==> config.mk <==
export PLATFORM = sky130hd
export DESIGN_NAME = data_unpro
export DESIGN_NICKNAME = d
export VERILOG_FILES = /design/src/rtl/data_unpro.sv
export SDC_FILE = /design/constraint.sdc
export NUM_CORES = 1
export LEC_CHECK = 0
export ABC_AREA = 0
export BUFFER_PORTS_ARGS = -buffer_cell sky130_fd_sc_hd__buf_2
export CORE_MARGIN = 3
export CORE_UTILIZATION = 35
export DETAILED_ROUTE_END_ITERATION = 16
export SKIP_CTS_REPAIR_TIMING = 1
export SLEW_MARGIN = 30
export SYNTH_ARGS = -nofsm -noshare
export SYNTH_HDL_FRONTEND = slang
export SYNTH_SLANG_ARGS = --single-unit
==> constraint.sdc <==
create_clock -name clk -period 2.49 [get_ports clk]
set_input_delay 0.498 -clock clk [delete_from_list [all_inputs] [get_ports clk]]
set_output_delay 0.498 -clock clk [all_outputs]
set_load 0.05 [all_outputs]
==> src/rtl/data_unpro.sv <==
// Product decoder: restoring divider (one quotient bit per clock) that recovers
// the original operand pair from a captured product and the incremented divisor.
module data_unpro #(
    parameter int WD = 8,
    parameter int WS = 4
) (
    input  logic          clk,
    input  logic          res,
    input  logic [WD-1:0] data_in,
    input  logic [WS-1:0] data_in_div,
    input  logic          en_data_in,
    output logic          busy,
    output logic [WD-1:0] quot,
    output logic [WS-1:0] rem,
    output logic [WS-1:0] data_out_a,
    output logic [WS-1:0] data_out_b,
    output logic          err_div0,
    output logic          err_inexact,
    output logic          err_range,
    output logic          en_data_out
);

    localparam int CW = $clog2(WD);

    typedef enum logic [1:0] {
        IDLE,
        CALC,
        DONE
    } state_t;

    state_t        state, state_nx;
    logic [WD-1:0] dvd;
    logic [WS-1:0] div_r;
    logic [WS:0]   prem;
    logic [CW-1:0] cnt;

    logic          start;
    logic          last;
    logic          div0;
    logic          qbit;
    logic [WS+1:0] prem_sh;
    logic [WS+1:0] trial;
    logic [WS:0]   prem_nx;
    logic [WD-1:0] dvd_nx;
    logic [WD-1:0] quot_f;

    assign busy        = (state == CALC);
    assign en_data_out = (state == DONE);

    always_comb begin
        state_nx = state;
        start    = (state != CALC) && en_data_in;
        last     = (cnt == CW'(WD - 1));
        div0     = (div_r == '0);
        // Quotient bits shift into the vacated LSBs of the dividend register
        prem_sh  = {prem, dvd[WD-1]};
        trial    = prem_sh - {2'b00, div_r};
        qbit     = ~trial[WS+1];
        prem_nx  = qbit ? trial[WS:0] : prem_sh[WS:0];
        dvd_nx   = {dvd[WD-2:0], qbit};
        quot_f   = div0 ? '1 : dvd_nx;
        case (state)
            IDLE:    if (en_data_in) state_nx = CALC;
            CALC:    if (last) state_nx = DONE;
            DONE:    state_nx = en_data_in ? CALC : IDLE;
            default: state_nx = IDLE;
        endcase
    end

    always_ff @(posedge clk or posedge res) begin
        if (res) begin
            state       <= IDLE;
            dvd         <= '0;
            div_r       <= '0;
            prem        <= '0;
            cnt         <= '0;
            quot        <= '0;
            rem         <= '0;
            data_out_a  <= '0;
            data_out_b  <= '0;
            err_div0    <= 1'b0;
            err_inexact <= 1'b0;
            err_range   <= 1'b0;
        end else begin
            state <= state_nx;
            if (start) begin
                dvd   <= data_in;
                div_r <= data_in_div;
                prem  <= '0;
                cnt   <= '0;
            end else if (state == CALC) begin
                dvd  <= dvd_nx;
                prem <= prem_nx;
                cnt  <= cnt + 1'b1;
                if (last) begin
                    quot        <= quot_f;
                    rem         <= div0 ? '0 : prem_nx[WS-1:0];
                    data_out_a  <= div_r - 1'b1;
                    data_out_b  <= quot_f[WS-1:0] - 1'b1;
                    err_div0    <= div0;
                    err_inexact <= ~div0 && (prem_nx[WS-1:0] != '0);
                    err_range   <= |quot_f[WD-1:WS];
                end
            end
        end
    end

endmodule
==> impl_metrics.ini, run 1 <==
[timing]
worst_pin_slew_ns = 0.573
rsz0062_at_grt = no
hold_violations = 0
max_freq_ghz = 0.451
drv_slew = 0
finalSetupViolations = 0
fin_crit_sh_pct = 89.0
fin_setup_tns_ns = 0
finClkSkew_ns = 0.00975
period_minus_slack_ns = 2.22
slew_headroom_pct = 61.8

[routing]
via_count = 1651
routed_wl_um = 4730
dr.pass1.iters = 4
viasPerCell = 4.99
ant_nets = 0
drtIter0Drc = 60
remaining_drc_errors = 0
wire_per_inst_um = 14.3

[floorplanning]
start_util_pct = 37.7
die-area_um2 = 7120
core_um2 = 5710
die_y_um = 84.4
ios = 40
fp-row-count = 27
die_x_um = 84.4

[yosys]
ys.flop_type = dfrtp_1
syn_area_per_cell_um2 = 10.1
ys_types = 39
syn_nets = 237
ys_seq_elements = 45
synth_edf_count = 0
ys_async_sr_fraction_pct = 100
synthesis.area_um2 = 2150
syn-instance-count = 213
synth_seq_area_share_pct = 52.4
synth_warnings = 0

[grt]
grt_use_met3_pct = 3.63
grtUsageTotal_pct = 14.0
grt_pass1_vias = 1639
grt_max_degree = 46
grt_first_pass_wirelength_um = 8180
grt_overflow_total = 0
grt_use_met1_pct = 19.7
met2_usage_pct = 21.9
grt_antenna_before_repair = 0
busiest_layer = met2

[clock_network]
clock_latency_ns = 0.30
cts_buffers = 5
clkTransAtPathRegs_ns = 0.09
cts-htree-levels = 2
cts_tree = done
ctsLongestPathBuffers = 2
root_buffer = clkbuf_8
clock_sinks = 45

[worst_setup_path]
r2r_start = div_r[2]
worstPathArrival_ns = 2.38
end_kind = flip-flop
timing.critical_path.from = div_r[2]
cp_max_fo = 7
cp.required_ns = 2.66
critPathLaunchType = flip-flop
crit_type = reg2reg

[placement]
detailed_place_hpwl_um = 3500
gp_congestion = 0.920
numPortBuffers = 39

[finish]
n_fill_cell = 577
drive_gt1_share_pct = 24.7
fin_nets = 282
antennaDiodeCount = 0
area_delta_synth_final_pct = 19.4

[job]
drv_cap = 0

[worst_hold_path]
hold_path.class = in2async

[run_status]
run_status = finished, final reports clean
-- path summary, 6_finish.rpt --
kind	cells past startpoint	slack [ns]	end
min in group clk	2	0.44	div_r[0]
worst max-delay path	8	0.27	rem[2]
worst max register to register	8	0.27	rem[2]
worst min register to register	2	0.48	data_out_a[2]
max in group asynchronous	3	1.78	div_r[0]
worst min-delay path	3	0.33	quot[1]
-- area by class of cell --
type	instances	area, µm²	share of cell area, %
Sequential cell	45	1130	43.8
Multi-Input combinational cell	150	956	37.2
Timing Repair Buffer	45	240	9.35
Tap cell	72	90.1	3.51
Clock buffer	5	68.8	2.68
Clock inverter	3	46.3	1.80
Inverter	11	41.3	1.61
-- sequential cells by signal (all words and copies together) (netlist names) --
| register | flops |
|---|---|
| err_div0 | 1 |
| data_out_a | 4 |
| state | 2 |
| data_out_b | 4 |
| err_inexact | 1 |
| rem | 4 |
| div_r | 4 |
| prem | 5 |
| dvd | 8 |
| cnt | 3 |
| quot | 8 |
| err_range | 1 |
-- synthesized netlist by cell type (all sizes together), types with 2 or more instances --
| master | count | share of area [%] |
|---|---|---|
| dfrtp | 45 | 52 |
| nand2 | 35 | 6.2 |
| o21ai | 32 | 7.4 |
| nor2 | 13 | 2.3 |
| mux2i | 11 | 5.1 |
| inv | 10 | 1.7 |
| ha | 8 | 4.7 |
| nand3 | 7 | 1.6 |
| clkbuf | 5 | 0.87 |
| mux2 | 5 | 2.8 |
| nor3 | 5 | 1.2 |
| a21oi | 4 | 0.93 |
| o22a | 4 | 1.6 |
| a21o | 3 | 1.1 |
| xnor2 | 3 | 1.2 |
| xor2 | 3 | 1.2 |
| and3 | 2 | 0.64 |
| buf | 2 | 0.41 |
| nand2b | 2 | 0.58 |
| nor4 | 2 | 0.58 |
-- layer usage --
metal / up-vias / part of all wire, % / wire, µm
met4: 0 / 0.85 / 40
met1: 792 / 48 / 2290
met5: - / 0 / 0
met2: 31 / 46 / 2180
li1: 822 / - / -
met3: 6 / 4.7 / 221
-- cells in the final DEF (no fill, tap or decap), types with 2 or more instances in the layout --
cell type / count
buf_4: 6
nand3_1: 7
nor3_1: 5
xor2_1: 3
buf_2: 39
o22a_1: 4
nand2_1: 34
inv_1: 8
nor2_1: 13
dfrtp_1: 45
mux2_2: 4
nor4_1: 2
mux2i_1: 11
clkbuf_8: 5
ha_1: 8
nand2b_1: 2
clkinv_1: 2
o21ai_0: 23
o21ai_1: 9
xnor2_1: 3
a21o_1: 2
a21oi_1: 4
-- metrics by stage --
stage	instance area, µm²	hold slack, ns	cells	util [%]	setup WS [ns]
final	2570	0.330	331	45.0	0.274
after global routing	2570	0.379	331	45.0	0.121
after CTS	2570	0.348	331	45.0	0.283
after detailed placement	2450	0.461	323	43.0	0.292
after global placement	2450	0.458	323	43.0	0.380
after floorplan	2150	0.467	213	-	0.338
-- critical path, cell delays in order (launching register included) --
cell and delay [ns]:
dfrtp_1 0.40, inv_1 0.09, ha_1 0.36, o21ai_1 0.09, a21o_1 0.21, a221oi_4 0.34
buf_4 0.23, mux2i_1 0.29, o21ai_1 0.09
-- cells by family after synthesis --
group           synth area share [%]
xor+xnor                        2.44
mux                             7.91
simple gates                    14.8
fa+ha+maj                       5.58
buf+inv                         3.20
compound gates                  13.7
flops                           52.4
Power of run 1 is left out: the tool's default activity adds up to more than one toggle a clock period on the data nets, which glitch-free logic cannot reach.
==> run 2, diff against run 1 <==
Settings changed: PLACE_DENSITY set to 0.59.
==> run 2 against run 1 <==
  * Die area stayed put
  * Worst setup slack worse by 0.0041 ns
  * Wire length is 1.4% lower
  * Critical path depth stayed put
  * Cell area is 0.78% lower
  * Non-clock buffer count is 1 higher
==> impl_metrics.ini, run 2 (same netlist as run 1, synthesis figures left out) <==
[run_status]
run_status = finished, final reports clean

[timing]
drv_slew = 0
max_freq_ghz = 0.450
fin_setup_tns_ns = 0
finalSetupViolations = 0
rsz0062_at_grt = no
finClkSkew_ns = 0.00878
period_minus_slack_ns = 2.22
fin_crit_sh_pct = 89.2
hold_violations = 0
slew_headroom_pct = 63.2
worst_pin_slew_ns = 0.551

[routing]
wire_per_inst_um = 14.0
via_count = 1620
routed_wl_um = 4660
viasPerCell = 4.88
drtIter0Drc = 93
remaining_drc_errors = 0
dr.pass1.iters = 4
ant_nets = 0

[clock_network]
cts-htree-levels = 2
clock_latency_ns = 0.30
cts_buffers = 5
ctsLongestPathBuffers = 2
root_buffer = clkbuf_8
clkTransAtPathRegs_ns = 0.09
clock_sinks = 45
cts_tree = done

[worst_setup_path]
cpPeakStageDelay_ns = 0.41
path_cells = inv_1, ha_1, o21ai_1, a21o_1, a221oi_4, buf_4, mux2i_1, o21ai_1
cp.required_ns = 2.66
r2r_slack_ns = 0.27
cp_max_fo = 6
worstPathArrival_ns = 2.39
rr_worst_depth = 8
worst_path_max_delay_cell = dfrtp_1
crit_type = reg2reg
cp_common_cell = o21ai_1
timing.critical_path.from = div_r[2]
critPathLaunchType = flip-flop
end_kind = flip-flop
r2r_start = div_r[2]
worstReg2RegEnd = prem[2]
crit_path_end = prem[2]

[finish]
final_cells = 332
area_delta_synth_final_pct = 18.5
final_util_pct = 44.6
final_common_cell = dfrtp_1
drive_gt1_share_pct = 25.0
final_cell_mix = dfrtp_1 (45), buf_2 (39), nand2_1 (34), o21ai_0 (23), nor2_1 (13)
antennaDiodeCount = 0
fin_nets = 283
reg_top3 = dvd (8), quot (8), prem (5)
finish.instance_area_um2 = 2550

[grt]
grt_max_degree = 28
grtUsageTotal_pct = 13.8
grt_first_pass_wirelength_um = 7980
grt_overflow_total = 0
grt_antenna_before_repair = 0
grt_pass1_vias = 1583

[floorplanning]
die-area_um2 = 7120
fp-row-count = 27
core_um2 = 5710
start_util_pct = 37.7
ios = 40
die_y_um = 84.4
die_x_um = 84.4

[placement]
numPortBuffers = 39
place_area_um2 = 2460
detailed_place_hpwl_um = 3500
placed_cells = 324
gp_congestion = 0.852

[worst_hold_path]
hold_path.class = in2async

[job]
drv_cap = 0
==> run 2: cell count changes in the layout (fill, tap and decap cells not counted), sizes merged <==
cell	previous run	this run
inv	9	10
clkinvlp	1	2
clkinv	3	1
bufinv	1	0
buf	45	46
clkbuf	5	6
==> run 2: how the worst min path moves through the flow <==
stage / startpoint / end / slack (ns) / cells past startpoint
5_1_grt: res / data_out_b[1] / 0.26 / 2
3_3_place_gp: err_inexact / err_inexact / 0.46 / 2
4_1_cts: res / quot[2] / 0.30 / 2
3_5_place_dp: data_out_b[0] / data_out_b[0] / 0.46 / 1
2_1_floorplan: cnt[0] / cnt[0] / 0.47 / 1
6_report: res / data_out_b[1] / 0.24 / 2
==> run 2: layout make-up <==
class	count	area, µm²
Fill cell	571	3160
Timing Repair Buffer	46	248
Clock buffer	6	72.6
Multi-Input combinational cell	150	956
Sequential cell	45	1130
Tap cell	72	90.1
Inverter	11	41.3
Clock inverter	2	15.0
==> run 2: metrics by stage <==
step                      hold WS (ns)  setup slack [ns]
final                            0.237             0.270
after global routing             0.260             0.128
after CTS                        0.298             0.254
after detailed placement         0.465             0.269
after global placement           0.455             0.333
after floorplan                  0.467             0.338
==> run 2: layer usage <==
layer	global-route usage, %	wire (µm)	up-vias
li1	-	-	827
met4	3.02	33	0
met1	21.0	2410	750
met5	0	0	-
met3	3.24	211	6
met2	19.8	2000	37
==> run 2: worst max-delay path: cells and delay by family, from the launching register on <==
kind	cells	cell delay, ns
AOI/OAI and AO/OA	4	0.78
DFF	1	0.41
adders and majority gates	1	0.36
buffers and inverters	2	0.30
muxes	1	0.25
Power of run 2 is left out for the same reason.
==> run 3, diff against run 2 <==
Settings changed: PLACE_DENSITY 0.59 to 0.64.
==> run 3 against run 2 <==
  * Flip-flop and latch count unchanged
  * Non-clock buffer count shrank 1
  * Critical endpoint is now err_inexact
  * Clock skew shrank 0.0023 ns
==> impl_metrics.ini, run 3 (same netlist as run 1, synthesis figures left out) <==
[run_status]
run_status = finished, final reports clean

[placement]
detailed_place_hpwl_um = 3540
place_area_um2 = 2450
numPortBuffers = 39
pre_cts_ws_ns = 0.255
gp_congestion = 0.919

[grt]
grtUsageTotal_pct = 14.0
grt_antenna_before_repair = 0
grt_overflow_total = 0
grt_max_degree = 28
grt_first_pass_wirelength_um = 8010
grt_pass1_vias = 1628

[timing]
max_freq_ghz = 0.445
fin_crit_sh_pct = 90.2
hold_violations = 0
rsz0062_at_grt = no
setup_slack_ns = 0.245
period_minus_slack_ns = 2.24
finalSetupViolations = 0
worst_pin_slew_ns = 0.610
fin_setup_tns_ns = 0
drv_slew = 0
finClkSkew_ns = 0.00651
slew_headroom_pct = 59.1

[worst_setup_path]
worstPathArrival_ns = 2.48
rr_worst_depth = 9
worstReg2RegEnd = err_inexact
cp.required_ns = 2.73
crit_type = reg2reg
critPathLaunchType = flip-flop
end_kind = flip-flop
cp_max_fo = 5
r2r_slack_ns = 0.25
timing.critical_path.from = div_r[2]
r2r_start = div_r[2]

[worst_hold_path]
hold_path.class = in2async

[floorplanning]
die-area_um2 = 7120
die_x_um = 84.4
ios = 40
fp-row-count = 27
core_um2 = 5710
die_y_um = 84.4
start_util_pct = 37.7

[routing]
ant_nets = 0
wire_per_inst_um = 14.1
drtIter0Drc = 59
remaining_drc_errors = 0
via_count = 1676
dr.pass1.iters = 4
viasPerCell = 5.06
routed_wl_um = 4670

[clock_network]
cts-htree-levels = 2
cts_buffers = 5
ctsLongestPathBuffers = 2
cts_tree = done
clkTransAtPathRegs_ns = 0.08
clock_latency_ns = 0.29
root_buffer = clkbuf_8
clock_sinks = 45

[finish]
n_fill_cell = 570
fin_nets = 282
finish.instance_area_um2 = 2570
final_common_cell = dfrtp_1
area_delta_synth_final_pct = 19.5
antennaDiodeCount = 0
drive_gt1_share_pct = 24.3
reg_top3 = dvd (8), quot (8), prem (5)
final_cell_mix = dfrtp_1 (45), buf_2 (39), nand2_1 (34), o21ai_0 (23), nor2_1 (13)

[job]
drv_cap = 0
## run 3: worst max path at each step
stage / endpoint / slack, ns / depth (start not counted)
floorplan: data_out_b[2] / 0.34 / 9
global placement: data_out_b[2] / 0.35 / 9
detailed placement: err_inexact / 0.25 / 9
CTS: err_inexact / 0.25 / 9
global route: err_inexact / 0.06 / 9
finish: err_inexact / 0.25 / 9
## run 3: layer usage
| metal | routed length (µm) | global-route usage (%) | up-vias |
|---|---|---|---|
| met5 | 0 | 0 | - |
| met4 | 93 | 4.89 | 0 |
| met3 | 273 | 3.93 | 11 |
| met2 | 2070 | 21.3 | 53 |
| met1 | 2230 | 19.2 | 784 |
| li1 | - | - | 828 |
## run 3: worst max-delay path: stages, from the launching register on
cell	delay, ns
dfrtp_1	0.40
inv_1	0.08
ha_1	0.38
o21ai_1	0.10
a21o_1	0.22
a221oi_4	0.43
buf_4	0.22
mux2i_1	0.21
o21ai_1	0.08
nand2_1	0.08
## run 3: cell type report
cell class / count / area, µm² / area share, %
clock buffer: 7 / 86.3 / 3.36
inverter: 11 / 41.3 / 1.61
sequential: 45 / 1130 / 43.8
clock inverter: 1 / 30.0 / 1.17
tap: 72 / 90.1 / 3.51
timing repair buffer: 45 / 240 / 9.35
multi-input combinational: 150 / 956 / 37.2
## run 3: per-stage QoR
stage,std cells,hold WS (ns),utilization [%]
final,331,0.187,45.0
after global routing,331,0.206,45.0
after CTS,331,0.192,45.0
after detailed placement,323,0.465,43.0
after global placement,323,0.456,43.0
after floorplan,213,0.467,-
Power of run 3 is left out for the same reason.
